`config.mk`:
```
export PLATFORM = sky130hd
export DESIGN_NAME = turf_ram_scheduler_flat
export DESIGN_NICKNAME = d
export VERILOG_FILES = /design/src/rtl/turf_ram_scheduler_if.sv /design/src/rtl/turf_ram_scheduler.sv /design/src/flat_wrapper.sv
export SDC_FILE = /design/constraint.sdc
export NUM_CORES = 1
export LEC_CHECK = 0
export ABC_AREA = 1
export BUFFER_PORTS_ARGS = -buffer_cell sky130_fd_sc_hd__buf_2
export CAP_MARGIN = 30
export CORE_ASPECT_RATIO = 2
export CORE_UTILIZATION = 55
export CTS_BUF_LIST = sky130_fd_sc_hd__clkbuf_8
export DETAILED_ROUTE_END_ITERATION = 16
export PLACE_DENSITY = 0.8
export SYNTH_ARGS = -nofsm -noshare
export SYNTH_HDL_FRONTEND = slang
export SYNTH_SLANG_ARGS = --single-unit
```
`constraint.sdc`:
```
create_clock -name CLOCK_50 -period 3.2 [get_ports CLOCK_50]
set_input_delay 0.16 -clock CLOCK_50 [delete_from_list [all_inputs] [get_ports CLOCK_50]]
set_output_delay 0.16 -clock CLOCK_50 [all_outputs]
set_load 0.03 [all_outputs]
```
`src/rtl/turf_ram_scheduler_if.sv`:
```
// RAM port bundle between the turf scheduler (master) and the turf RAM (slave).
interface turf_ram_scheduler_if #(
  parameter int unsigned ADDR_W  = 15,
  parameter int unsigned COLOR_W = 3
);
  logic [ADDR_W-1:0]  ram_address;
  logic [COLOR_W-1:0] ram_data;
  logic               ram_wren;
  logic [COLOR_W-1:0] ram_q;

  modport master (
    output ram_address,
    output ram_data,
    output ram_wren,
    input  ram_q
  );

  modport slave (
    input  ram_address,
    input  ram_data,
    input  ram_wren,
    output ram_q
  );
endinterface

```
`src/rtl/turf_ram_scheduler.sv`:
```
// Turf RAM scheduler: per move tick, read-check then paint each active player's head cell in
// strict p1..p4 order; also runs the full-board clear sweep. Sole master of the RAM port.
module turf_ram_scheduler #(
  parameter int unsigned RD_LATENCY = 1,
  parameter int unsigned ADDR_W     = 15,
  parameter int unsigned COLOR_W    = 3
) (
  input  logic                  CLOCK_50,
  input  logic                  reset,
  input  logic                  tick,
  input  logic                  clear_req,
  input  logic [3:0]            active,
  input  logic [4*ADDR_W-1:0]   pos,
  turf_ram_scheduler_if.master  ram,
  output logic                  busy,
  output logic                  done,
  output logic [3:0]            hit,
  output logic                  clear_done,
  output logic                  overrun
);

  typedef enum logic [2:0] {StIdle, StSel, StWait, StWrite, StDone, StClear} state_e;

  state_e              state_q, state_d;
  logic [1:0]          idx_q;
  logic [1:0]          lat_q;
  logic [ADDR_W-1:0]   clr_cnt_q;
  logic [3:0]          active_snap_q;
  logic [4*ADDR_W-1:0] pos_snap_q;
  logic [3:0]          hit_q;
  logic                overrun_q;
  logic                clear_pend_q;
  logic                clear_done_q;

  logic [ADDR_W-1:0]   cur_addr;
  logic                lat_last;
  logic                clr_last;
  logic                clear_go;
  logic                in_frame;

  assign lat_last = (lat_q == 2'(RD_LATENCY - 1));
  assign clr_last = &clr_cnt_q;
  assign clear_go = clear_req | clear_pend_q;
  assign in_frame = (state_q == StSel) || (state_q == StWait) ||
                    (state_q == StWrite) || (state_q == StDone);

  // Select the snapshotted head position of the player currently being serviced.
  always_comb begin
    cur_addr = '0;
    unique case (idx_q)
      2'd0: cur_addr = pos_snap_q[0*ADDR_W +: ADDR_W];
      2'd1: cur_addr = pos_snap_q[1*ADDR_W +: ADDR_W];
      2'd2: cur_addr = pos_snap_q[2*ADDR_W +: ADDR_W];
      2'd3: cur_addr = pos_snap_q[3*ADDR_W +: ADDR_W];
      default: cur_addr = '0;
    endcase
  end

  // State register.
  always_ff @(posedge CLOCK_50 or posedge reset) begin
    if (reset) begin
      state_q <= StIdle;
    end else begin
      state_q <= state_d;
    end
  end

  // Next-state logic.
  always_comb begin
    state_d = state_q;
    unique case (state_q)
      StIdle: begin
        if (clear_go) begin
          state_d = StClear;
        end else if (tick) begin
          state_d = StSel;
        end
      end
      StSel: begin
        if (active_snap_q[idx_q]) begin
          state_d = StWait;
        end else if (idx_q == 2'd3) begin
          state_d = StDone;
        end
      end
      StWait: begin
        if (lat_last) begin
          state_d = StWrite;
        end
      end
      StWrite: state_d = (idx_q == 2'd3) ? StDone : StSel;
      StDone:  state_d = StIdle;
      StClear: begin
        if (clr_last) begin
          state_d = StIdle;
        end
      end
      default: state_d = StIdle;
    endcase
  end

  // Datapath: snapshots, player index, read-latency counter, hit flags, clear counter, flags.
  always_ff @(posedge CLOCK_50 or posedge reset) begin
    if (reset) begin
      idx_q         <= '0;
      lat_q         <= '0;
      clr_cnt_q     <= '0;
      active_snap_q <= '0;
      pos_snap_q    <= '0;
      hit_q         <= '0;
      overrun_q     <= 1'b0;
      clear_pend_q  <= 1'b0;
      clear_done_q  <= 1'b0;
    end else begin
      clear_done_q <= 1'b0;
      // Ticks and clears arriving mid-frame: tick is dropped but flagged, clear is deferred.
      if (in_frame && tick) begin
        overrun_q <= 1'b1;
      end
      if (in_frame && clear_req) begin
        clear_pend_q <= 1'b1;
      end
      unique case (state_q)
        StIdle: begin
          if (clear_go) begin
            clear_pend_q <= 1'b0;
            clr_cnt_q    <= '0;
          end else if (tick) begin
            active_snap_q <= active;
            pos_snap_q    <= pos;
            hit_q         <= '0;
            idx_q         <= '0;
          end
        end
        StSel: begin
          lat_q <= '0;
          // Inactive player: skip in one cycle; idx wraps to 0 after the last player.
          if (!active_snap_q[idx_q]) begin
            idx_q <= idx_q + 2'd1;
          end
        end
        StWait: begin
          if (lat_last) begin
            hit_q[idx_q] <= |ram.ram_q;
          end else begin
            lat_q <= lat_q + 2'd1;
          end
        end
        StWrite: idx_q <= idx_q + 2'd1;
        StClear: begin
          if (clr_last) begin
            clear_done_q <= 1'b1;
            overrun_q    <= 1'b0;
          end else begin
            clr_cnt_q <= clr_cnt_q + 1'b1;
          end
        end
        default: ;
      endcase
    end
  end

  // Outputs decoded from state; the RAM is idle (wren=0, data=0) except in WRITE and CLEAR.
  always_comb begin
    ram.ram_address = '0;
    ram.ram_data    = '0;
    ram.ram_wren    = 1'b0;
    unique case (state_q)
      StSel: begin
        if (active_snap_q[idx_q]) begin
          ram.ram_address = cur_addr;
        end
      end
      StWait: ram.ram_address = cur_addr;
      StWrite: begin
        ram.ram_address = cur_addr;
        ram.ram_data    = COLOR_W'(idx_q) + COLOR_W'(1);
        ram.ram_wren    = 1'b1;
      end
      StClear: begin
        ram.ram_address = clr_cnt_q;
        ram.ram_wren    = 1'b1;
      end
      default: ;
    endcase
  end

  assign busy       = (state_q != StIdle);
  assign done       = (state_q == StDone);
  assign hit        = hit_q;
  assign clear_done = clear_done_q;
  assign overrun    = overrun_q;

endmodule

```
`src/flat_wrapper.sv`:
```
// flat-port wrapper written by rule: the top's interface ports become plain ports
module turf_ram_scheduler_flat 
#(
  parameter int unsigned RD_LATENCY = 1,
  parameter int unsigned ADDR_W     = 15,
  parameter int unsigned COLOR_W    = 3
)
  (CLOCK_50, reset, tick, clear_req, active, pos, busy, done, hit, clear_done, overrun, ram_ram_address, ram_ram_data, ram_ram_wren, ram_ram_q);
  turf_ram_scheduler_if #(.ADDR_W(ADDR_W), .COLOR_W(COLOR_W)) ram_i ();
  input  logic CLOCK_50;
  input  logic reset;
  input  logic tick;
  input  logic clear_req;
  input  logic [3:0] active;
  input  logic [4*ADDR_W-1:0] pos;
  output logic busy;
  output logic done;
  output logic [3:0] hit;
  output logic clear_done;
  output logic overrun;
  output wire logic [$bits(ram_i.ram_address)-1:0] ram_ram_address;
  output wire logic [$bits(ram_i.ram_data)-1:0] ram_ram_data;
  output wire logic [$bits(ram_i.ram_wren)-1:0] ram_ram_wren;
  input wire logic [$bits(ram_i.ram_q)-1:0] ram_ram_q;
  assign ram_ram_address = ram_i.ram_address;
  assign ram_ram_data = ram_i.ram_data;
  assign ram_ram_wren = ram_i.ram_wren;
  assign ram_i.ram_q = ram_ram_q;
  turf_ram_scheduler #(.RD_LATENCY(RD_LATENCY), .ADDR_W(ADDR_W), .COLOR_W(COLOR_W)) u_core (.CLOCK_50(CLOCK_50), .reset(reset), .tick(tick), .clear_req(clear_req), .active(active), .pos(pos), .ram(ram_i), .busy(busy), .done(done), .hit(hit), .clear_done(clear_done), .overrun(overrun));
endmodule
```
* After elaboration in Yosys (flattened, before gate mapping) *
Cells that the tools add are included.

operators by class
  $lt $le $gt $ge = 2
  bitwise logic cells = 2
  add/sub/neg operators = 4
  multiplexer cells = 39
  shift operators = 0
  equality and inequality tests = 18
  $mul = 0
  divide/modulo/power cells = 0
  reductions and logical operators = 24

operators with widths
  operator                                              number
  case mux 15 bit (4 select lines)                      1
  two-way mux 15 bit                                    3
  case mux 15 bit (3 select lines)                      1
  case mux 15 bit (2 select lines)                      1
  two-way mux 3 bit                                     8
  adder 15 x 1 -> 15 bit (second input constant)        1
  case mux 3 bit (5 select lines)                       1
  AND reduction 15 bit                                  1
  two-way mux 4 bit                                     3
  AND reduction 4 bit                                   3
  two-way mux 1 bit                                     11
  != test 2 bit (second input constant)                 5
  two-way mux 2 bit                                     4
  case mux 4 bit (2 select lines)                       1
  equality test 3 x 2 -> 1 bit (second input constant)  2
  equality test 3 bit (second input constant)           2
  != test 2 x 1 -> 1 bit (second input constant)        3
  case mux 2 bit (3 select lines)                       1
  AND reduction 3 bit                                   2
  nonzero test 2 bit                                    3
  nonzero test 3 bit                                    2
  adder 2 x 1 -> 2 bit (second input constant)          2
  bitwise mux 4 bit                                     1
  equality test 2 bit (second input constant)           2
  19 further kinds                                      25

storage, ports and cells
  flip-flop bits (word level) = 93
  memory bits (read-only) = 0
  RAM bits = 0
  output and inout bits = 27
  memories = 0
  logic and storage cells = 99
  latch bits = 0

* Longest topological paths before layout *
Gate-level depths: netlist of the first run.

  word-level depth = 8
  gate-level depth with buffers = 10
  mapped depth without buffers = 9

* Worst setup path before layout of the first run *
OpenSTA, ideal clock, no wires.

  path type = reg2out
  start = reg u_core.idx_q[0]
  end = out ram_ram_address[13]
  cell stages (with the launch flop) = 10
  required time = 3.040 ns
  setup slack = 1.193 ns
  arrival = 1.847 ns
  buffers on the path = 2
  path through = dfrtp_1 -> inv_1 -> ha_1 -> buf_2 -> clkinv_1 -> clkbuf_1 -> nor2_1 -> a31oi_1 -> nand2_1 -> o21ai_0

on the way
  cells in the longest elaborated chain, start to end = 4
  elaborated cells on any way between the ends = 9
  those cells by class = 3 x eq/ne; 5 x mux; 1 x reduce/logical

RTL lines
  item                                                                   line                                                 RTL
  from (decl)                                                            turf_ram_scheduler.sv:25                             logic [1:0] idx_q;
  from (signal assigned)                                                 turf_ram_scheduler.sv:139                            idx_q <= idx_q + 2'd1;
  from (signal assigned)                                                 turf_ram_scheduler.sv:149                            StWrite: idx_q <= idx_q + 2'd1;
  equality test 2 bit, or another cell as far along                      turf_ram_scheduler.sv:50                             unique case (idx_q)
  case mux 15 bit (4 select lines) or two-way mux 1 bit (tied branches)  turf_ram_scheduler.sv:50, turf_ram_scheduler.sv:170
  two-way mux 15 bit                                                     turf_ram_scheduler.sv:170                            if (active_snap_q[idx_q]) begin
  case mux 15 bit (3 select lines) (*)                                   turf_ram_scheduler.sv:168                            unique case (state_q)
  to (decl)                                                              flat_wrapper.sv:21                                   output wire logic [$bits(ram_i.ram_address)-1:0] ram_ram_address;

Mark *: on every way between the ends. The rest lies on a longest branch, timed or not. The select of a mux whose other input is x is not followed.

* Final worst setup path of the first run *
  start = reg u_core.idx_q[0]
  end = out ram_ram_address[8]

Same word-level chain as after synthesis.

==> impl_metrics.csv, run 1 <==
group,metric,value,unit
yosys,synth-simple-area-share,0.183,
routing,wl_per_cell,16.3,um
placed_design,portBuffers,97,
cells_and_area,final_nets,685,
timing,fin_worst_skew,0.0125,ns
floorplan,ios,98,
floorplan,rows,48,
timing,slew_headroom,0.475,
status,status,"finished, final reports clean",
setup_path,worstReg2RegStart,"u_core.state_q[0]",
yosys,ys_types,32,
timing,timing.fmax,367,MHz
cells_and_area,mostFrequentLayoutCell,"nand2_1",
cells_and_area,drive_gt1_frac,0.299,
yosys,synth_seq_area_share,0.475,
placed_design,dp.final_hpwl,9020,um
yosys,synth_edf_count,0,
power_and_ir_drop,p_leak,2.86,nW
setup_path,critPathLaunchType,"register",
routing,drtIter0Drc,305,
clock_network,post-cts-setup-buffer-count,0,
yosys,synth_top_family_by_area,"simple AND/OR/NAND/NOR gates",
power_and_ir_drop,power_density,878,nW/um2
routing,post_drt_via_cell_ratio,5.53,
clock_network,htree_levels,3,
placed_design,gp_congestion,0.915,
floorplan,coreArea,8650,um2
timing,tns,0,ns
yosys,ys_ff_latch,93,
yosys,syn_nets,589,
clock_network,ctsHoldBuffers,2,
setup_path,cp_max_fo,17,
yosys,synth_xor_area_frac,0.0107,
floorplan,die_y,135,um
clock_network,root_buffer,"clkbuf_8",
setup_path,r2r_slack,0.96,ns
worst_hold_path,hp-start,"pos[7]",
placed_design,placed_area,5430,um2
clock_network,clkSinkCount,93,
cells_and_area,area_growth,14.9,%
run,cap_violations,0,
setup_path,end_kind,"primary output",
global_route,overflow,0,
routing,via_count,3938,
timing,tightest_slew,0.787,ns
cells_and_area,diodes,0,
global_route,grt_usage,0.277,
routing,routed_wl,11600,um
timing,rsz0062_at_grt,"false",
global_route,first_global_vias,3980,
global_route,antenna_found_initial,0,
setup_path,r2r_cells,6,
routing,drc_errors,0,
yosys,synth_compound_area_frac,0.0782,
clock_network,path_clk_slew,0.10,ns
timing,finalCritPeriodShare,0.852,
yosys,syn_inst,511,
clock_network,cts_resized,0,
placed_design,dp_slack,0.979,ns
yosys,synth_area,4890,um2
timing,drv_slew,0,
worst_hold_path,hold_class,"in2reg",
power_and_ir_drop,irDropWorstVdd,529,uV
clock_network,clk_latency,0.37,ns
routing,postRouteAntennaNets,0,
timing,setup_slack,0.472,ns
yosys,synth_warnings,0,
timing,finalCriticalPeriod,2.73,ns
setup_path,cp.required,3.04,ns
yosys,synth_fa_ha_area_frac,0.0179,
yosys,ys_async_sr_fraction,1.00,
yosys,synthMuxAreaShare,0.178,
cells_and_area,final_area,5620,um2
floorplan,dieWidth,68.7,um
yosys,synthFlopType,"dfrtp_1",
timing,hold_viol_final,0,
clock_network,numCtsBuffers,9,
cells_and_area,most-common-layout-cells,"120 x nand2_1, 97 x buf_2, 93 x dfrtp_1",
setup_path,worstReg2RegEnd,"u_core.pos_snap_q[48]",
floorplan,initial_core_util,0.566,
floorplan,die_area,9300,um2
global_route,grt_max_degree,44,
yosys,avgSynthCellArea,9.58,um2
worst_hold_path,min_to,"u_core.pos_snap_q[7]",
clock_network,clock_tree.buffer_depth,2,
worst_hold_path,min_path_cells,2,
timing,setup_viol,0,
setup_path,critPathKind,"reg2out",
global_route,grt_pass1_wl,18900,um
routing,drtPass1Iterations,4,
setup_path,arrival,2.57,ns
clock_network,cts_tree,"done",
report_power, final:
part	switching (mW)	internal, mW
Combinational	1.29	0.945
Sequential	0.361	1.64
Clock	0.407	0.302
metal layers:
layer	wire length, um	track usage	vias to the layer above
met3	430	0.0412	46
met5	0	0	-
met1	4660	0.341	1856
li1	-	-	1897
met4	571	0.162	0
met2	5970	0.447	139
worst max-delay path, stage by stage, from the launching register on:
cell and delay, ns:
dfrtp_1 0.48, inv_1 0.17, ha_1 0.16, buf_4 0.20, clkinv_1 0.41, nor2_1 0.28, a31oi_1 0.09, nand2_1 0.07
o21ai_0 0.10, buf_2 0.22
cells by family (layout without fill, tap and decap cells):
family                     count (synthesis)  after routing
and+or+nand+nor                          212            212
DFF                                       93             93
AOI/OAI and AO/OA                         70             70
muxes                                     64             64
buffers and inverters                     59            160
adders and majority gates                  7              7
xor gates and xnor gates                   6              6
sequential cells by signal, indices dropped and copies added, names as in the netlist:
signal,cells
u_core.pos_snap_q,60
u_core.overrun,1
u_core.lat_q,2
u_core.clear_done,1
u_core.idx_q,2
u_core.state_q,3
u_core.hit,4
u_core.clear_pend_q,1
u_core.clr_cnt_q,15
u_core.active_snap_q,4
metrics by stage:
stage / cells / hold slack [ns] / util / power (mW)
finish: 712 / 0.0131 / 0.650 / 4.94
global route: 712 / 0.00665 / 0.650 / 5.26
CTS: 712 / 0.00353 / 0.650 / 4.93
detailed placement: 694 / 0.308 / 0.627 / 4.22
global placement: 694 / 0.299 / 0.627 / 4.13
floorplan: 511 / 0.292 / - / 3.64
layout make-up:
| type | instances | area [um2] |
|---|---|---|
| clock buffers | 10 | 138 |
| clock inverters | 6 | 40.0 |
| fillers | 727 | 3020 |
| inverters | 40 | 151 |
| multi-input cells | 359 | 2300 |
| flip-flops and latches | 93 | 2330 |
| well taps | 100 | 125 |
| repair buffers | 104 | 543 |
synth_stat cells (2+ instances only):
| library cell | number | area share |
|---|---|---|
| nand4_1 | 4 | 0.0051 |
| o211ai_1 | 4 | 0.0061 |
| o21ai_1 | 4 | 0.0041 |
| mux2_1 | 9 | 0.021 |
| buf_2 | 2 | 0.0020 |
| o22ai_1 | 3 | 0.0038 |
| nor3_1 | 7 | 0.0072 |
| a21oi_1 | 18 | 0.018 |
| xor2_1 | 5 | 0.0089 |
| inv_2 | 2 | 0.0015 |
| a31oi_1 | 13 | 0.017 |
| inv_1 | 37 | 0.028 |
| nand2_1 | 120 | 0.092 |
| nor2_4 | 2 | 0.0046 |
| nor2_2 | 2 | 0.0026 |
| o21ai_0 | 27 | 0.028 |
| mux2_2 | 15 | 0.035 |
| buf_6 | 7 | 0.016 |
| dfrtp_1 | 93 | 0.48 |
| clkbuf_1 | 9 | 0.0069 |
| nand2_2 | 2 | 0.0026 |
| nand3_1 | 32 | 0.033 |
| ha_1 | 7 | 0.018 |
| nor2_1 | 40 | 0.031 |
| mux2_4 | 40 | 0.12 |
worst max path at each step:
| stage | cells past startpoint | to | startpoint |
|---|---|---|---|
| after detailed placement | 6 | u_core.pos_snap_q[51] | u_core.state_q[0] |
| after global routing | 9 | ram_ram_address[8] | u_core.idx_q[0] |
| after CTS | 9 | ram_ram_address[8] | u_core.idx_q[0] |
| after floorplan | 1 | u_core.active_snap_q[0] | reset |
| after global placement | 6 | u_core.pos_snap_q[48] | u_core.state_q[0] |
| final | 9 | ram_ram_address[8] | u_core.idx_q[0] |
Power figures use the tool's default switching activity.
==> inputs of run 2 (changes only) <==
--- a/config.mk
+++ b/config.mk
@@ -11,6 +11,5 @@
 export CORE_ASPECT_RATIO = 2
-export CORE_UTILIZATION = 55
+export CORE_UTILIZATION = 30
 export CTS_BUF_LIST = sky130_fd_sc_hd__clkbuf_8
 export DETAILED_ROUTE_END_ITERATION = 16
-export PLACE_DENSITY = 0.8
 export SYNTH_ARGS = -nofsm -noshare
@@ -18 +17,2 @@
 export SYNTH_SLANG_ARGS = --single-unit
+export TNS_END_PERCENT = 20
==> constraint.sdc (replaced) <==
create_clock -name CLOCK_50 -period 3.2 [get_ports CLOCK_50]
set_input_delay 0.64 -clock CLOCK_50 [delete_from_list [all_inputs] [get_ports CLOCK_50]]
set_output_delay 0.64 -clock CLOCK_50 [all_outputs]
set_load 0.03 [all_outputs]
==> run 2 against run 1 <==
Net effect:
- power grew 2.5%
- critical endpoint is now ram_ram_address[9]
- largest power group unchanged
- largest cell class unchanged
- non-clock buffer count fell by 3
- critical path type unchanged
- utilization fell by 29 points
==> impl_metrics.csv, run 2 (same netlist as run 1, synthesis figures left out) <==
group,metric,value,unit
cells_and_area,largest_register,"u_core.pos_snap_q",
cells_and_area,drive_gt1_frac,0.304,
clock_network,root_buffer,"clkbuf_8",
setup_path,arrival,2.34,ns
cells_and_area,area_growth,18.0,%
cells_and_area,mostFrequentLayoutCell,"nand2_1",
cells_and_area,final_nets,682,
floorplan,initial_core_util,0.309,
placed_design,gp_congestion,0.886,
setup_path,crit_chain,"nand2_1 -> nor2_4 -> inv_1 -> o21ai_0 -> buf_2",
clock_network,cts_resized,0,
cells_and_area,seqCellArea,2330,um2
timing,setup_slack,0.221,ns
cells_and_area,diodes,0,
setup_path,cpMaxStageDelayCell,"dfrtp_1",
routing,postRouteAntennaNets,0,
floorplan,dieWidth,92.3,um
power_and_ir_drop,total_power,5.06,mW
power_and_ir_drop,power_density,877,nW/um2
cells_and_area,multiInputGateArea,2300,um2
timing,finalCriticalPeriod,2.98,ns
routing,post_drt_via_cell_ratio,4.87,
timing,timing.fmax,336,MHz
cells_and_area,n_fill_cell,1641,
clock_network,clock_tree.buffer_depth,2,
setup_path,end_kind,"primary output",
clock_network,numCtsBuffers,9,
floorplan,coreArea,15900,um2
timing,tns,0,ns
setup_path,cp_num_buf_inv,2,
floorplan,ios,98,
floorplan,die_y,183,um
placed_design,placed_area,5570,um2
global_route,first_global_vias,3940,
clock_network,cts_tree,"done",
floorplan,rows,65,
global_route,grt_pass1_wl,20600,um
global_route,grt_max_degree,41,
routing,drc_errors,0,
power_and_ir_drop,irDropWorstVdd,284,uV
timing,drv_slew,0,
timing,hold_viol_final,0,
power_and_ir_drop,p_leak,2.86,nW
cells_and_area,postLayoutCoreUtil,0.364,
status,status,"finished, final reports clean",
timing,whs,0.313,ns
clock_network,post-cts-setup-buffer-count,0,
clock_network,ctsHoldBuffers,0,
timing,finalCritPeriodShare,0.931,
clock_network,path_clk_slew,0.11,ns
routing,drtIter0Drc,279,
cells_and_area,final_area,5770,um2
clock_network,clkSinkCount,93,
timing,rsz0062_at_grt,"false",
timing,tightest_slew,0.680,ns
setup_path,max_stage_delay,0.45,ns
clock_network,clk_latency,0.38,ns
setup_path,critPathTopFamily,"buffers and inverters",
cells_and_area,largest_reg_flops,60,
global_route,grt_usage,0.161,
placed_design,dp.cells,794,
cells_and_area,most-common-layout-cells,"120 x nand2_1, 97 x buf_2, 93 x dfrtp_1",
routing,wl_per_cell,16.0,um
timing,slew_headroom,0.546,
routing,drtPass1Iterations,4,
timing,setup_viol,0,
global_route,overflow,0,
floorplan,die_area,16900,um2
clock_network,htree_levels,3,
routing,routed_wl,12900,um
setup_path,cp_max_fo,24,
cells_and_area,top_regs,"u_core.pos_snap_q: 60 flops, u_core.clr_cnt_q: 15 flops",
cells_and_area,instances_no_fill,810,
placed_design,dp.final_hpwl,10000,um
setup_path,critPathLaunchType,"register",
placed_design,portBuffers,97,
timing,fin_worst_skew,0.0149,ns
routing,via_count,3945,
setup_path,cp.required,2.56,ns
run,cap_violations,0,
worst_hold_path,hold_class,"in2async",
global_route,antenna_found_initial,0,
placed_design,dp_slack,0.520,ns
setup_path,critPathKind,"reg2out",
==> run 2: cell types whose count changed in the layout (fill, tap and decap cells not counted), sizes merged <==
cell | previous run | this run
buf | 102 | 101
clkbuf | 10 | 9
clkinv | 7 | 3
clkinvlp | 0 | 1
dlygate4sd3 | 2 | 0
inv | 39 | 43
==> run 2: report_power, final <==
group | internal, mW | total (mW) | switching (mW)
combinational | 0.956 | 2.29 | 1.34
sequential | 1.64 | 1.98 | 0.347
clock | 0.310 | 0.790 | 0.480
total | 2.90 | 5.06 | 2.16
==> run 2: final timing paths <==
path	from	depth (start not counted)	slack [ns]	end
worst max register to register	u_core.state_q[0]	6	0.96	u_core.pos_snap_q[52]
worst max-delay path	u_core.state_q[0]	5	0.22	ram_ram_address[9]
min in group CLOCK_50	pos[49]	2	0.46	u_core.pos_snap_q[49]
worst min register to register	u_core.hit[3]	2	0.48	u_core.hit[3]
max in group asynchronous	reset	3	2.19	u_core.lat_q[1]
worst min-delay path	reset	2	0.31	u_core.state_q[2]
==> run 2: worst reg2reg max path: stages, from the launching register on <==
cell,delay (ns)
dfrtp_1,0.45
inv_2,0.11
nand2_1,0.09
nor2_2,0.18
nand3_4,0.50
buf_12,0.43
mux2_1,0.35
==> run 2: cell type report <==
cell class | instances | share of cell area
repair buffers | 101 | 0.0936
multi-input cells | 359 | 0.399
flip-flops and latches | 93 | 0.403
inverters | 40 | 0.0269
clock buffers | 9 | 0.0215
well taps | 201 | 0.0436
clock inverters | 7 | 0.0128
==> run 2: per-layer routing <==
layer  track usage  wire [um]  vias to the layer above
met5             0          0                        -
met4         0.107        658                        0
met3        0.0250        592                       37
met2         0.277       6700                      133
met1         0.180       4990                     1879
li1              -          -                     1896
==> inputs of run 3 (changes only) <==
- ABC_AREA: 1 -> default
==> run 3 against run 2 <==
Net effect:
- sequential power down 41%
- critical endpoint is now ram_ram_address[14]
- die area down 5.9%
- largest power group is now registers
- clock power up 3.7%
- worst setup slack better by 0.020 ns
- highest routed layer unchanged
- combinational power down 96%
- critical path depth up 1
==> impl_metrics.csv, run 3 <==
group,metric,value,unit
status,status,"finished, final reports clean",
routing,drtIter0Drc,337,
yosys,synth_warnings,0,
floorplan,initial_core_util,0.309,
cells_and_area,seqCellArea,2330,um2
setup_path,r2r_slack,0.92,ns
routing,drtPass1Iterations,5,
setup_path,arrival,2.32,ns
cells_and_area,largest_register,"u_core.pos_snap_q",
cells_and_area,drive_gt1_frac,0.220,
global_route,first_global_vias,4301,
power_and_ir_drop,power_density,377,nW/um2
setup_path,r2r_cells,5,
clock_network,clkSinkCount,93,
timing,hold_viol_final,0,
clock_network,ctsHoldBuffers,0,
clock_network,path_clk_slew,0.10,ns
clock_network,htree_levels,3,
global_route,grt_max_degree,67,
timing,fin_worst_skew,0.0194,ns
floorplan,ios,98,
global_route,grt_usage,0.170,
power_and_ir_drop,p_seq_frac,0.566,
worst_hold_path,hold_class,"in2async",
clock_network,clk_latency,0.37,ns
cells_and_area,final_nets,699,
global_route,overflow,0,
cells_and_area,mostFrequentLayoutCell,"nand2_1",
yosys,yosysMostFrequentCell,"nand2_1",
power_and_ir_drop,total_power,2.07,mW
yosys,avgSynthCellArea,8.57,um2
timing,finalCritPeriodShare,0.925,
yosys,ys_async_sr_fraction,1.00,
yosys,synthFlopType,"dfrtp_1",
power_and_ir_drop,sw_frac_of_total,0.228,
timing,timing.fmax,338,MHz
setup_path,crit_end,"ram_ram_address[14]",
routing,routed_wl,12800,um
timing,finalCriticalPeriod,2.96,ns
setup_path,worstReg2RegStart,"u_core.state_q[2]",
setup_path,critPathKind,"reg2out",
yosys,synth_seq_area_share,0.506,
floorplan,die_area,15900,um2
routing,post_drt_via_cell_ratio,5.03,
yosys,syn_nets,615,
clock_network,cts_tree,"done",
placed_design,gp_congestion,0.930,
placed_design,portBuffers,97,
placed_design,dp.final_hpwl,9690,um
timing,setup_viol,0,
floorplan,coreArea,14900,um2
clock_network,clock_tree.buffer_depth,2,
power_and_ir_drop,p_comb_frac,0.039,
setup_path,startpoint,"u_core.idx_q[1]",
cells_and_area,most-common-layout-cells,"227 x nand2_1, 97 x buf_2, 93 x dfrtp_1",
setup_path,end_kind,"primary output",
setup_path,cp.required,2.56,ns
yosys,ys_ff_latch,93,
cells_and_area,postLayoutCoreUtil,0.369,
yosys,yosys.area.top_type_share,0.506,
routing,wl_per_cell,15.6,um
global_route,antenna_found_initial,0,
yosys,syn_inst,537,
cells_and_area,multiInputGateArea,2070,um2
timing,slew_headroom,0.542,
routing,drc_errors,0,
floorplan,die_y,177,um
power_and_ir_drop,internal_power,1.60,mW
clock_network,root_buffer,"clkbuf_8",
power_and_ir_drop,irDropWorstVdd,160,uV
yosys,synth_area_leader_cell,"dfrtp_1",
clock_network,numCtsBuffers,9,
routing,postRouteAntennaNets,0,
run,cap_violations,0,
setup_path,cp_max_fo,16,
power_and_ir_drop,switching_power,0.474,mW
yosys,ys_top_cells_by_count,"227 x nand2_1, 93 x dfrtp_1, 25 x o21ai_0, 18 x clkbuf_1, 15 x a222oi_1",
routing,via_count,4127,
cells_and_area,top_regs,"u_core.pos_snap_q: 60 flops, u_core.clr_cnt_q: 15 flops",
yosys,ys_types,49,
floorplan,dieWidth,89.6,um
timing,tightest_slew,0.688,ns
setup_path,critPathLaunchType,"register",
cells_and_area,largest_reg_flops,60,
power_and_ir_drop,clock_power_share,0.395,
timing,drv_slew,0,
global_route,grt_pass1_wl,20400,um
power_and_ir_drop,p_leak,2.98,nW
yosys,synth_area,4600,um2
setup_path,worstReg2RegEnd,"u_core.overrun",
floorplan,rows,63,
cells_and_area,area_growth,19.6,%
cells_and_area,n_fill_cell,1528,
cells_and_area,diodes,0,
yosys,ys_top_cells_by_area,"dfrtp_1 51%, nand2_1 19%, a222oi_1 3.3%",
yosys,synth_edf_count,0,
clock_network,cts_resized,0,
clock_network,post-cts-setup-buffer-count,0,
==> run 3: changes by cell type after synthesis, sizes merged, moves of 10 or more <==
cell | before | now
nand2 | 123 | 227
mux2 | 64 | 0
nor2 | 44 | 14
inv | 39 | 14
nand3 | 32 | 7
a222oi | 0 | 15
a31oi | 13 | 2
clkbuf | 9 | 19
==> run 3: worst min-delay path by stage <==
stage,depth (start not counted),slack (ns),end
detailed placement,2,0.46,u_core.pos_snap_q[8]
global placement,2,0.45,u_core.pos_snap_q[11]
finish,2,0.13,u_core.pos_snap_q[36]
floorplan,2,0.44,u_core.active_snap_q[2]
global route,2,0.11,u_core.pos_snap_q[36]
CTS,3,0.44,u_core.pos_snap_q[37]
==> run 3: power groups by stage <==
stage	sequential, mW	combinational [mW]	clock (mW)
global route	1.17	0.0919	0.886
global placement	1.20	0.0782	0
finish	1.17	0.0818	0.819
CTS	1.17	0.0800	0.836
detailed placement	1.20	0.0795	0
floorplan	1.20	0.0208	0
==> run 3: logic make-up after synthesis <==
kind of cell / synth area share
simple gates: 0.265
flops: 0.506
compound gates: 0.137
fa+ha+maj: 0.0190
mux: 0.0201
buf+inv: 0.0457
xor+xnor: 0.00762
==> run 3: layer usage <==
metal	up-vias	part of all wire	wire length, um	global-route usage
met1	1944	0.38	4830	0.190
met2	152	0.52	6670	0.292
met5	-	0	0	0
li1	1986	-	-	-
met4	0	0.053	677	0.103
met3	45	0.046	591	0.0303
==> run 3: cell type report <==
type,instances,share of cell area
sequential,93,0.423
multi-input combinational,395,0.376
timing repair buffer,108,0.109
tap,195,0.0443
clock buffer,10,0.0250
clock inverter,6,0.0125
inverter,14,0.00978
==> run 3: critical path, stage by stage, from the launching register on <==
cell and delay [ns]:
dfrtp_1 0.48, ha_1 0.61, a222oi_1 0.23, nand2_1 0.11, o21ai_0 0.09, o21ai_0 0.19, buf_2 0.24
==> run 3: per-stage QoR <==
stage | instances | setup TNS (ns) | setup WS (ns) | cell area [um2] | hold WS (ns)
2_1_floorplan | 537 | 0 | 0.140 | 4600 | 0.440
3_3_place_gp | 804 | 0 | 0.582 | 5270 | 0.453
3_5_place_dp | 804 | 0 | 0.502 | 5270 | 0.457
4_1_cts | 820 | 0 | 0.0964 | 5470 | 0.439
5_1_grt | 821 | -0.00249 | -0.00249 | 5500 | 0.110
6_report | 821 | 0 | 0.241 | 5500 | 0.125
